==> config.mk <==
export PLATFORM = sky130hd
export DESIGN_NAME = byte_feeder_flat
export DESIGN_NICKNAME = d
export VERILOG_FILES = /design/src/rtl/byte_feeder_pkg.sv /design/src/rtl/byte_feeder_if.sv /design/src/rtl/byte_feeder_skid_fifo.sv /design/src/rtl/byte_feeder.sv /design/src/flat_wrapper.sv
export SDC_FILE = /design/constraint.sdc
export NUM_CORES = 1
export LEC_CHECK = 0
export ABC_AREA = 1
export CAP_MARGIN = 20
export CORE_AREA = 4 4 97 99
export DETAILED_ROUTE_END_ITERATION = 12
export DIE_AREA = 0 0 101 103
export GPL_ROUTABILITY_DRIVEN = 0
export PLACE_DENSITY = 0.64
export SETUP_SLACK_MARGIN = 0.1
export SYNTH_ARGS = -nofsm -noshare
export SYNTH_HDL_FRONTEND = slang
export SYNTH_SLANG_ARGS = --single-unit
==> constraint.sdc <==
create_clock -name clk -period 2.55 [get_ports clk]
set_clock_uncertainty 0.05 [all_clocks]
set_input_delay 0.51 -clock clk [delete_from_list [all_inputs] [get_ports clk]]
set_output_delay 0.51 -clock clk [all_outputs]
set_load 0.02 [all_outputs]
==> src/rtl/byte_feeder_pkg.sv <==
// Shared definitions for the byte feeder: byte width, skid FIFO entry width
// (byte plus last-byte tag) and the feeder FSM state encoding.
package byte_feeder_pkg;

  localparam int unsigned BYTE_W = 8;
  // FIFO entry layout: {data[BYTE_W-1:0], last}
  localparam int unsigned FIFO_W = BYTE_W + 1;

  typedef enum logic [1:0] {
    StIdle,
    StFetch,
    StDrain,
    StDone
  } feeder_state_e;

endpackage

==> src/rtl/byte_feeder_if.sv <==
// Bundles the byte feeder's control, memory-read and output stream signals.
//   master : the feeder (drives read strobe/address, byte stream, busy/done)
//   slave  : the environment (drives start/params, read data, dout_ready)
interface byte_feeder_if #(
  parameter int unsigned ADDR_W = 10
) ();
  import byte_feeder_pkg::*;

  logic              start;
  logic [ADDR_W-1:0] base_addr;
  logic [ADDR_W-1:0] length;
  logic              mem_rd_en;
  logic [ADDR_W-1:0] mem_addr;
  logic [BYTE_W-1:0] mem_rdata;
  logic [BYTE_W-1:0] dout;
  logic              dout_valid;
  logic              dout_ready;
  logic              last_data;
  logic              busy;
  logic              done;

  modport master (
    input  start, base_addr, length, mem_rdata, dout_ready,
    output mem_rd_en, mem_addr, dout, dout_valid, last_data, busy, done
  );

  modport slave (
    output start, base_addr, length, mem_rdata, dout_ready,
    input  mem_rd_en, mem_addr, dout, dout_valid, last_data, busy, done
  );

endinterface

==> src/rtl/byte_feeder_skid_fifo.sv <==
// Two-entry skid FIFO holding {byte, last tag}. The head entry is always
// visible on data_o; count_o reports occupancy (0..2).
//   clk_i, rst_ni : clock, async active-low reset
//   push_i/data_i : write an entry (caller guarantees a free slot or a pop)
//   pop_i         : remove the head entry (caller guarantees non-empty)
//   data_o        : head entry
//   count_o       : number of entries held
module byte_feeder_skid_fifo
  import byte_feeder_pkg::*;
#(
  parameter int unsigned Width = FIFO_W
) (
  input  logic             clk_i,
  input  logic             rst_ni,
  input  logic             push_i,
  input  logic [Width-1:0] data_i,
  input  logic             pop_i,
  output logic [Width-1:0] data_o,
  output logic [1:0]       count_o
);

  logic [Width-1:0] mem_q [2];
  logic             wr_ptr_q;
  logic             rd_ptr_q;
  logic [1:0]       count_q;

  always_ff @(posedge clk_i or negedge rst_ni) begin
    if (!rst_ni) begin
      mem_q[0] <= '0;
      mem_q[1] <= '0;
      wr_ptr_q <= 1'b0;
      rd_ptr_q <= 1'b0;
      count_q  <= 2'd0;
    end else begin
      // Push into a full FIFO is only legal alongside a pop; the write lands in
      // the slot being vacated this cycle.
      if (push_i) begin
        mem_q[wr_ptr_q] <= data_i;
        wr_ptr_q        <= ~wr_ptr_q;
      end
      if (pop_i) begin
        rd_ptr_q <= ~rd_ptr_q;
      end
      count_q <= count_q + 2'(push_i) - 2'(pop_i);
    end
  end

  assign data_o  = mem_q[rd_ptr_q];
  assign count_o = count_q;

endmodule

==> src/rtl/byte_feeder.sv <==
// Streams a block of bytes from a synchronous-read byte memory to a consumer.
// Reads are issued only while fewer than two bytes are outstanding (in flight
// or buffered), so the two-entry skid FIFO can never overflow yet the stream
// still runs at one byte per cycle when the consumer is always ready.
//   clk           : clock
//   start_reset_n : async active-low reset, aborts any block in progress
//   bus           : start/params, memory read port, byte stream, busy/done
module byte_feeder
  import byte_feeder_pkg::*;
#(
  parameter int unsigned ADDR_W = 10
) (
  input logic          clk,
  input logic          start_reset_n,
  byte_feeder_if.master bus
);

  feeder_state_e     state_q;
  logic [ADDR_W-1:0] len_q;
  logic [ADDR_W-1:0] addr_q;
  logic [ADDR_W-1:0] rd_cnt_q;
  logic [1:0]        out_q;
  logic [1:0]        out_d;
  logic              busy_q;
  logic              done_q;
  logic              pend_valid_q;  // a read issued last cycle returns data now
  logic              pend_last_q;

  logic [FIFO_W-1:0] fifo_data;
  logic [1:0]        fifo_count;
  logic              dout_valid;
  logic              pop;
  logic              issue;
  logic              rd_last;

  assign dout_valid = (fifo_count != 2'd0);
  assign pop        = dout_valid && bus.dout_ready;
  // Issue is decided in the same cycle it is driven; counting this cycle's pop
  // is what lets two slots sustain full throughput.
  assign issue      = (state_q == StFetch) && ((out_q != 2'd2) || pop);
  assign rd_last    = (rd_cnt_q == len_q - ADDR_W'(1));
  assign out_d      = out_q + 2'(issue) - 2'(pop);

  always_ff @(posedge clk or negedge start_reset_n) begin
    if (!start_reset_n) begin
      state_q      <= StIdle;
      len_q        <= '0;
      addr_q       <= '0;
      rd_cnt_q     <= '0;
      out_q        <= 2'd0;
      busy_q       <= 1'b0;
      done_q       <= 1'b0;
      pend_valid_q <= 1'b0;
      pend_last_q  <= 1'b0;
    end else begin
      done_q       <= 1'b0;
      pend_valid_q <= issue;
      pend_last_q  <= issue && rd_last;
      out_q        <= out_d;
      if (issue) begin
        addr_q   <= addr_q + ADDR_W'(1);
        rd_cnt_q <= rd_cnt_q + ADDR_W'(1);
      end
      unique case (state_q)
        StIdle: begin
          if (bus.start) begin
            addr_q   <= bus.base_addr;
            len_q    <= bus.length;
            rd_cnt_q <= '0;
            if (bus.length == '0) begin
              state_q <= StDone;
              done_q  <= 1'b1;
            end else begin
              state_q <= StFetch;
              busy_q  <= 1'b1;
            end
          end
        end
        StFetch: begin
          if (issue && rd_last) state_q <= StDrain;
        end
        StDrain: begin
          if (pop && fifo_data[0]) begin
            state_q <= StDone;
            done_q  <= 1'b1;
            busy_q  <= 1'b0;
          end
        end
        StDone: begin
          state_q <= StIdle;
        end
        default: state_q <= StIdle;
      endcase
    end
  end

  byte_feeder_skid_fifo #(
    .Width (FIFO_W)
  ) u_skid (
    .clk_i   (clk),
    .rst_ni  (start_reset_n),
    .push_i  (pend_valid_q),
    .data_i  ({bus.mem_rdata, pend_last_q}),
    .pop_i   (pop),
    .data_o  (fifo_data),
    .count_o (fifo_count)
  );

  assign bus.mem_rd_en  = issue;
  assign bus.mem_addr   = addr_q;
  assign bus.dout       = fifo_data[FIFO_W-1:1];
  assign bus.dout_valid = dout_valid;
  assign bus.last_data  = dout_valid && fifo_data[0];
  assign bus.busy       = busy_q;
  assign bus.done       = done_q;

endmodule

==> src/flat_wrapper.sv <==
// flat-port wrapper written by rule: the top's interface ports become plain ports
module byte_feeder_flat import byte_feeder_pkg::*;
#(
  parameter int unsigned ADDR_W = 10
)
  (clk, start_reset_n, bus_start, bus_base_addr, bus_length, bus_mem_rdata, bus_dout_ready, bus_mem_rd_en, bus_mem_addr, bus_dout, bus_dout_valid, bus_last_data, bus_busy, bus_done);
  byte_feeder_if #(.ADDR_W(ADDR_W)) bus_i ();
  input logic clk;
  input logic start_reset_n;
  input wire logic [$bits(bus_i.start)-1:0] bus_start;
  input wire logic [$bits(bus_i.base_addr)-1:0] bus_base_addr;
  input wire logic [$bits(bus_i.length)-1:0] bus_length;
  input wire logic [$bits(bus_i.mem_rdata)-1:0] bus_mem_rdata;
  input wire logic [$bits(bus_i.dout_ready)-1:0] bus_dout_ready;
  output wire logic [$bits(bus_i.mem_rd_en)-1:0] bus_mem_rd_en;
  output wire logic [$bits(bus_i.mem_addr)-1:0] bus_mem_addr;
  output wire logic [$bits(bus_i.dout)-1:0] bus_dout;
  output wire logic [$bits(bus_i.dout_valid)-1:0] bus_dout_valid;
  output wire logic [$bits(bus_i.last_data)-1:0] bus_last_data;
  output wire logic [$bits(bus_i.busy)-1:0] bus_busy;
  output wire logic [$bits(bus_i.done)-1:0] bus_done;
  assign bus_i.start = bus_start;
  assign bus_i.base_addr = bus_base_addr;
  assign bus_i.length = bus_length;
  assign bus_i.mem_rdata = bus_mem_rdata;
  assign bus_i.dout_ready = bus_dout_ready;
  assign bus_mem_rd_en = bus_i.mem_rd_en;
  assign bus_mem_addr = bus_i.mem_addr;
  assign bus_dout = bus_i.dout;
  assign bus_dout_valid = bus_i.dout_valid;
  assign bus_last_data = bus_i.last_data;
  assign bus_busy = bus_i.busy;
  assign bus_done = bus_i.done;
  byte_feeder #(.ADDR_W(ADDR_W)) u_core (.clk(clk), .start_reset_n(start_reset_n), .bus(bus_i));
endmodule
[Word-level counts from Yosys, hierarchy flattened]
Index checks and enable logic that the tools add are counted.
W data, S select, Z words.
Cells by class
  $add $sub $neg: 7
  $lt $le $gt $ge: 3
  equal/unequal tests: 9
  muxes and demuxes: 25
  bitwise gates (word level): 4
  reduce and logical (&&, ||, !) cells: 14
Operators by type and width (number)
  $mux W10: 6
  $mux W9: 4
  $add A10 B1 Y10 const B: 2
  $bwmux W18: 1
  $eq A10 B10 Y1: 1
  $logic_not A10 Y1: 1
  $sub A10 B1 Y10 const B: 1
  $demux W9 S1: 1
  $mux W2: 4
  $ne A2 B2 Y1 const B: 4
  $pmux W2 S4: 1
  $logic_and A1 B1 Y1: 6
  $mux W1: 6
  $add A2 B1 Y2: 2
  $eq A2 B2 Y1 const B: 2
  $ge A2 B2 Y1 const B: 2
  $not A1 Y2: 2
  $pmux W1 S2: 2
  $reduce_and A4 Y1: 1
  $reduce_bool A2 Y1: 2
  $sub A2 B1 Y2: 2
  $reduce_and A3 Y1: 1
  $eq A2 B1 Y1 const B: 1
  $logic_not A2 Y1: 1
  5 further kinds: 6
Word-level totals
  register bits: 60
  input bits: 32
  output and inout port bits: 23
  word-level logic and storage cells: 76

[Longest topological paths before layout]
Gate-level depths: netlist (run 1).
  depth after elaboration: 7
  depth in mapped cells: 14
  depth with buffers taken out: 14

[Cells and area by module]
A second synthesis (run 1) with hierarchy kept.
Unflattened totals
  cells, all modules: 428
  area total of the unflattened synthesis: 3423.3 µm²
Modules (own cells, without submodules)
  byte_feeder: times used 1, cells each 312, area each 2371.0 µm², sequential area each 950.9 µm²
  byte_feeder_skid_fifo: times used 1, cells each 116, area each 1052.3 µm², sequential area each 550.5 µm²

[Worst setup path before layout (run 1)]
Ideal clock, no wire load.
  kind: register to register
  start: reg u_core.u_skid.count_q[1] (netlist: u_core.u_skid.count_o[1])
  end: reg u_core.out_q[1]
  library setup time: 126 ps
  arrival: 1657 ps
  data required time: 2374 ps
  setup slack: 717 ps
  cell stages (with the launch flop): 12
  buffers on the path: 2
  period minus slack after synthesis: 1833 ps
  cells stage by stage: dfrtp_1 o21ai_4 nand2_2 nand2_2 buf_6 inv_4 buf_6 nand2_1 nand2_1 ha_1 xnor2_1 xor2_1
On the way
  word-level cells in the longest chain between the ends: 6
Ends and longest elaborated chain
  from (decl): line byte_feeder_skid_fifo.sv:25  | logic [1:0] count_q;
  from (signal assigned): line byte_feeder_skid_fifo.sv:44  | count_q <= count_q + 2'(push_i) - 2'(pop_i);
  $reduce_bool A2 Y1: line byte_feeder.sv:36  | assign dout_valid = (fifo_count != 2'd0);
  $logic_and A1 B1 Y1: line byte_feeder.sv:37  | assign pop = dout_valid && bus.dout_ready;
  $logic_or A1 B1 Y1: line byte_feeder.sv:40  | assign issue = (state_q == StFetch) && ((out_q != 2'd2) || pop);
  $logic_and A1 B1 Y1: line byte_feeder.sv:40
  named net bus_mem_rd_en: line flat_wrapper.sv:15  | output wire logic [$bits(bus_i.mem_rd_en)-1:0] bus_mem_rd_en;
  $add A2 B1 Y2: line byte_feeder.sv:42  | assign out_d = out_q + 2'(issue) - 2'(pop);
  $sub A2 B1 Y2: line byte_feeder.sv:42
  named net u_core.out_d[1]: line byte_feeder.sv:23  | logic [1:0] out_d;
  to (signal assigned): line byte_feeder.sv:59  | out_q <= out_d;
  to (decl): line byte_feeder.sv:22  | logic [1:0] out_q;
The timed path passes the listed nets, and every way through them passes these cells.
A chain may end at the register's enable or synchronous reset.

[Final worst setup path (run 1)]
  start: reg u_core.u_skid.rd_ptr_q
  end: out bus_dout[6]
On the way
  word-level cells in the longest chain between the ends: 4
Ends and longest elaborated chain
  from (decl): line byte_feeder_skid_fifo.sv:24  | logic rd_ptr_q;
  from (signal assigned): line byte_feeder_skid_fifo.sv:42  | rd_ptr_q <= ~rd_ptr_q;
  $not A1 Y2 (implied by the code): line byte_feeder_skid_fifo.sv:48  | assign data_o = mem_q[rd_ptr_q];
  $mux W9 (implied by the code) (3 in a row): line byte_feeder_skid_fifo.sv:48
  to (decl): line flat_wrapper.sv:17  | output wire logic [$bits(bus_i.dout)-1:0] bus_dout;
No other way between the ends. The select of a mux whose other input is x is not followed.

==> results of run 1 <==
Yosys cell counts, types with 3 or more instances:
library cell  instances
ha_1                  9
xnor2_1               6
o21bai_1              3
nand2_1             124
nand3_1              14
o21ai_0              40
inv_1                65
nand4_1               3
nor2_1               43
xor2_1               13
nor2_2                5
or2_2                 4
dfrtp_1              60
clkbuf_1              7
nor3_1                5
a21oi_1               3
nand2_2               6
flip-flops by register name, indices dropped and copies added, names as in the netlist:
register and cells:
u_core.bus.done 1, u_core.u_skid.rd_ptr_q 1, u_core.out_q 2, u_core.pend_valid_q 1, u_core.bus.mem_addr 10, u_core.u_skid.wr_ptr_q 1, u_core.u_skid.count_o 2, u_core.len_q 10
u_core.bus.busy 1, u_core.pend_last_q 1, u_core.state_q 2, u_core.u_skid.mem_q 18, u_core.rd_cnt_q 10
path summary, 6_finish.rpt:
| kind | slack, ns | startpoint | cells after the start | end |
|---|---|---|---|---|
| max | 0.29 | u_core.u_skid.rd_ptr_q | 4 | bus_dout[6] |
| min | 0.12 | start_reset_n | 2 | u_core.u_skid.mem_q[14] |
| max reg2reg | 0.68 | u_core.len_q[0] | 14 | u_core.state_q[1] |
| min reg2reg | 0.44 | u_core.u_skid.mem_q[1] | 2 | u_core.u_skid.mem_q[1] |
| max in group asynchronous | 2.06 | start_reset_n | 2 | u_core.len_q[3] |
| min in group clk | 0.44 | u_core.u_skid.mem_q[1] | 2 | u_core.u_skid.mem_q[1] |
power groups by stage:
| stage | combinational [µW] | sequential, µW | clock [µW] |
|---|---|---|---|
| after detailed placement | 2630 | 1720 | 0 |
| after floorplan | 1730 | 1730 | 0 |
| after global routing | 2960 | 1760 | 879 |
| after global placement | 2560 | 1710 | 0 |
| final | 2600 | 1710 | 803 |
| after CTS | 2640 | 1710 | 832 |
metal layers:
layer  global-route usage (%)  vias to the layer above  share of wire, %
li1                         -                     1467                 -
met1                     19.7                     1359                46
met2                     25.8                       54                47
met3                     2.23                       11               4.8
met4                     6.13                        0               1.8
met5                        0                        -                 0
cells by family (layout without fill, tap and decap cells):
family,after synthesis,after routing,synth area share (%)
xor+xnor,19,19,4.96
buf+inv,79,146,9.40
compound gates,55,55,9.52
mux,2,2,0.597
fa+ha+maj,9,9,3.36
simple gates,212,212,27.4
flops,60,60,44.8
layout make-up:
cell class | count | area (µm²) | share of cell area, %
Timing Repair Buffer | 61 | 599 | 14.2
Clock inverter | 4 | 22.5 | 0.533
Clock buffer | 12 | 165 | 3.91
Inverter | 69 | 265 | 6.28
Multi-Input combinational cell | 297 | 1540 | 36.4
Sequential cell | 60 | 1500 | 35.5
Tap cell | 108 | 135 | 3.20
per-stage QoR:
stage | instances | power, µW | hold WS [ns] | cell area [µm²] | utilization, %
after floorplan | 436 | 3470 | 0.164 | 3350 | -
after detailed placement | 595 | 4350 | 0.424 | 4040 | 47.2
final | 611 | 5110 | 0.120 | 4230 | 49.4
after global placement | 595 | 4270 | 0.417 | 4040 | 47.2
after global routing | 611 | 5610 | 0.157 | 4230 | 49.4
after CTS | 611 | 5180 | 0.126 | 4220 | 49.4
critical path, cell delays in order, from the launching register on:
cell	delay, ns
dfrtp_1	0.42
clkinvlp_4	0.23
nand2_1	0.10
nand2_1	0.07
clkdlybuf4s50_1	0.54
timing repair:
action                                  4_1_cts  5_1_grt
endpoints found under the setup margin        1        2
hold buffers                                  0        0
pin swaps                                     0        0
resized for setup                             1        1
==> summary.txt, run 1 <==
Floorplan
  • Num ports: between 50 and 60
  • Core Area: about 8600 µm²
  • Initial core utilization: approximately two fifths
  • Std-Cell Rows: 34
  • Die height: ~100 µm
  • Die width: slightly above 100 µm
  • Die area: 10400 µm²

Synthesis
  • Post-synthesis register bit count: 60
  • Dominant cells by area after synthesis: dfrtp_1, nand2_1, inv_1
  • Syn Area/Cell: slightly below 8 µm²
  • Syn nets: 477
  • Synth Warn #: 0
  • Sequential-to-total area share from yosys stat: between 40 and 50%
  • Yosys cell types: 37
  • Post-synth ARST share: 100%
  • Predominant post-synthesis flop cell: dfrtp_1
  • Cells after synthesis: roughly 440
  • Syn Std Cell Area: ~3400 µm²
  • Largest area contributor in the netlist: dfrtp_1
  • EDFF count, synth: 0
  • Synth top area share: ~45%

Worst setup path
  • CP Data Arrival Time: around 1.7 ns
  • CP Capture Type: output pin
  • Startpoint class of the critical path: register
  • Critical path class: reg2out
  • Critical path data required time: a little under 2 ns
  • Critical Path Fanout Max: 9

Timing
  • Tmin final: roughly 2.3 ns
  • Setup_tns: 0 ns
  • Final setup fails: 0
  • Worst Tran Pin Value: 0.525 ns
  • Fmax: 443 MHz
  • Final hold vios: 0
  • Final period util: 88.6%
  • Min setup slack post-route: between 0.2 and 0.3 ns
  • RSZ-0062 raised after global routing: no
  • Worst rel slew slack: between 60% and 70%
  • Slew Viols, Final: 0

Layout
  • # nets final: 539
  • Antenna diodes: 0
  • Most frequent cells in the layout: nand2_1, inv_1, dfrtp_1
  • Most common cell after layout, fill and taps aside: nand2_1
  • Syn-to-layout area delta: 26.0%
  • Fillcell total: around 850
  • Layout cells sized above 1: 10.1%

Flow run
  • MaxCap Viol Count: 0

Clock tree
  • Clk slew on worst S/H paths: 0.07 ns
  • Root Buffer: clkbuf_8
  • CTS Buf Count: 9
  • Post-CTS setup buffers: 0
  • Worst skew pair latency: 0.33 ns
  • CTS tree: done
  • Clk buf depth: 2
  • Htree depth: 3
  • CTS Sinks: 60

Global routing
  • Initial antenna violation count: 0
  • Pin count of the biggest net entering global routing: slightly above 60
  • First-pass GRT wire length: 12.7 mm
  • Vias in the first global route: 2775
  • GRT Total Usage: about 15%
  • Grt ovf: 0

Hold path
  • Min-delay worst type: in2async

Routing
  • Via count: just under 3000
  • Via density: about 4.7
  • Final WL: 7.29 mm
  • Drt drc: 0
  • Iteration count of the initial detailed-routing pass: 6
  • Detail Route Antenna Nets: 0
  • Detailed Route Iter0 Violations: a little under 90
  • Routed WL per cell: 11.9 µm

Pwr
  • Combinational share of power: 50.9%
  • Share of power burned in registers: roughly 33%
  • Switching Fraction: a little over two fifths
  • P_sw: between 2000 and 2500 µW
  • Pwr/cell area: between 1000 and 1500 nW/µm²
  • Static Leak: about 0.0021 µW
  • Clock network power share: between 15 and 20%
  • Peak VDD IR: between 0.5 and 0.6 mV
  • Internal Power: about 2900 µW

Place
  • Post-DP HPWL: ~5.3 mm
  • IO buf count: 54
  • Placement Setup Slack: just under 0.1 ns

Status
  • Outcome: completed
No activity file was read; power rests on OpenSTA's default activity.
==> run 2: changes to the inputs <==
==> constraint.sdc (replaced) <==
create_clock -name clk -period 2.55 [get_ports clk]
set_clock_uncertainty 0.05 [all_clocks]
set_input_delay 0.6375 -clock clk [delete_from_list [all_inputs] [get_ports clk]]
set_output_delay 0.6375 -clock clk [all_outputs]
set_load 0.02 [all_outputs]
==> summary.txt, run 2 (same netlist as run 1, synthesis figures left out) <==
Clock tree
  • CTS Sinks: 60
  • Htree depth: 3
  • Root Buffer: clkbuf_8
  • Clk buf depth: 2
  • CTS tree: done
  • Clk slew on worst S/H paths: around 0.07 ns
  • Hold Buf Count CTS: 0
  • CTS Buf Count: 9
  • Worst skew pair latency: around 0.33 ns

Worst setup path
  • Critical path class: reg2out
  • Crit Reg-Reg Startpoint: u_core.state_q[1]
  • Critical Path Fanout Max: 8
  • CP Data Arrival Time: about 1.7 ns
  • Worst reg2reg setup slack: 0.72 ns
  • Startpoint class of the critical path: register
  • Critical path data required time: about 1.9 ns
  • Reg-to-Reg End: u_core.bus.mem_addr[5]
  • CP Capture Type: output pin
  • Worst-case reg-to-reg path depth: 9

Layout
  • Utilization after layout: about half
  • Syn-to-layout area delta: 25.9%
  • Footprint of the multi-input gates: around 1500 µm²
  • # nets final: between 500 and 600
  • Most common cell after layout, fill and taps aside: nand2_1
  • Fillcell total: 830
  • Max reg flops: 18
  • Layout cells sized above 1: around 10%
  • Seq. cell area: 1500 µm²
  • Most frequent cells in the layout: nand2_1, inv_1, dfrtp_1
  • Non-filler cells, final: about 610
  • Reg with most FFs: u_core.u_skid.mem_q
  • Antenna diodes: 0

Pwr
  • P_sw: roughly 2200 µW
  • Peak VDD IR: around 0.69 mV
  • Combinational share of power: approximately half
  • Pwr/cell area: about 1200 nW/µm²
  • Clock network power share: between 15 and 20%
  • Static Leak: ~0.0021 µW
  • Share of power burned in registers: about a third
  • Switching Fraction: 43.5%
  • Internal Power: 2890 µW

Floorplan
  • Die width: 101 µm
  • Die area: about 10000 µm²
  • Core Area: 8550 µm²
  • Die height: between 100 and 150 µm
  • Std-Cell Rows: 34
  • Num ports: between 50 and 60
  • Initial core utilization: around two fifths

Routing
  • Via count: between 2000 and 3000
  • Final WL: between 7 and 8 mm
  • Iteration count of the initial detailed-routing pass: 4
  • Routed WL per cell: around 12 µm
  • Detail Route Antenna Nets: 0
  • Detailed Route Iter0 Violations: between 90 and 100
  • Drt drc: 0
  • Via density: 4.64

Global routing
  • Grt ovf: 0
  • Pin count of the biggest net entering global routing: 24
  • Initial antenna violation count: 0
  • Vias in the first global route: around 2800
  • GRT Total Usage: approximately 15%
  • First-pass GRT wire length: about 13 mm

Hold path
  • Min-delay worst type: in2async

Timing
  • Worst rel slew slack: between 60 and 70%
  • Fmax: 427 MHz
  • Worst Tran Pin Value: 0.534 ns
  • Tmin final: between 2 and 2.5 ns
  • RSZ-0062 raised after global routing: no
  • Setup_tns: 0 ns
  • Slew Viols, Final: 0
  • Final hold vios: 0
  • Final setup fails: 0
  • Final period util: 91.8%

Place
  • Post-DP HPWL: about 5.5 mm
  • IO buf count: 54
  • Placed insts: 597

Status
  • Outcome: completed

Flow run
  • MaxCap Viol Count: 0
==> run 2: area by class of cell <==
cell class              count  share of cell area, %
multi-input cells         297                   36.4
flip-flops and latches     60                   35.6
clock inverters             5                   1.25
inverters                  69                   6.23
well taps                 108                   3.20
repair buffers             63                   14.2
clock buffers              11                   3.11
==> run 2: stage by stage <==
stage,power [µW],cell area (µm²),worst slack [ns],hold slack (ns)
finish,5120,4220,0.208,0.218
global route,5620,4220,0.106,0.241
CTS,5200,4220,0.100,0.221
detailed placement,4360,4040,-0.163,0.423
global placement,4280,4040,-0.161,0.417
floorplan,3470,3350,0.629,0.292
==> run 2: power groups by stage <==
stage,clock network (µW),logic [µW],registers (µW)
3_5_place_dp,0,2640,1720
4_1_cts,844,2650,1710
3_3_place_gp,0,2570,1710
5_1_grt,886,2970,1770
6_report,810,2600,1710
2_1_floorplan,0,1730,1730
==> run 2: critical path: stages, from the launching register on <==
cell,delay (ns)
dfrtp_1,0.41
buf_4,0.18
nand2_1,0.06
nand2_1,0.08
clkdlybuf4s50_1,0.60
==> run 2: layer usage <==
layer,track usage (%),routed length [µm]
met1,20.2,3320
met2,26.1,3560
met3,2.71,356
met4,5.21,80
met5,0,0
==> run 2: how the worst max path moves through the flow <==
stage | startpoint | end | slack [ns] | depth (start not counted)
2_1_floorplan | bus_dout_ready | u_core.out_q[1] | 0.63 | 11
3_3_place_gp | bus_dout_ready | bus_mem_rd_en | -0.16 | 6
3_5_place_dp | bus_dout_ready | bus_mem_rd_en | -0.16 | 6
4_1_cts | bus_dout_ready | bus_mem_rd_en | 0.10 | 6
5_1_grt | u_core.u_skid.rd_ptr_q | bus_dout[5] | 0.11 | 4
6_report | u_core.u_skid.rd_ptr_q | bus_dout[6] | 0.21 | 4
==> run 2: what timing repair did <==
item                       in CTS  in global routing
setup buffers                   0                  0
setup endpoints to repair       9                  2
resized for setup               2                  3
cloned                          0                  0
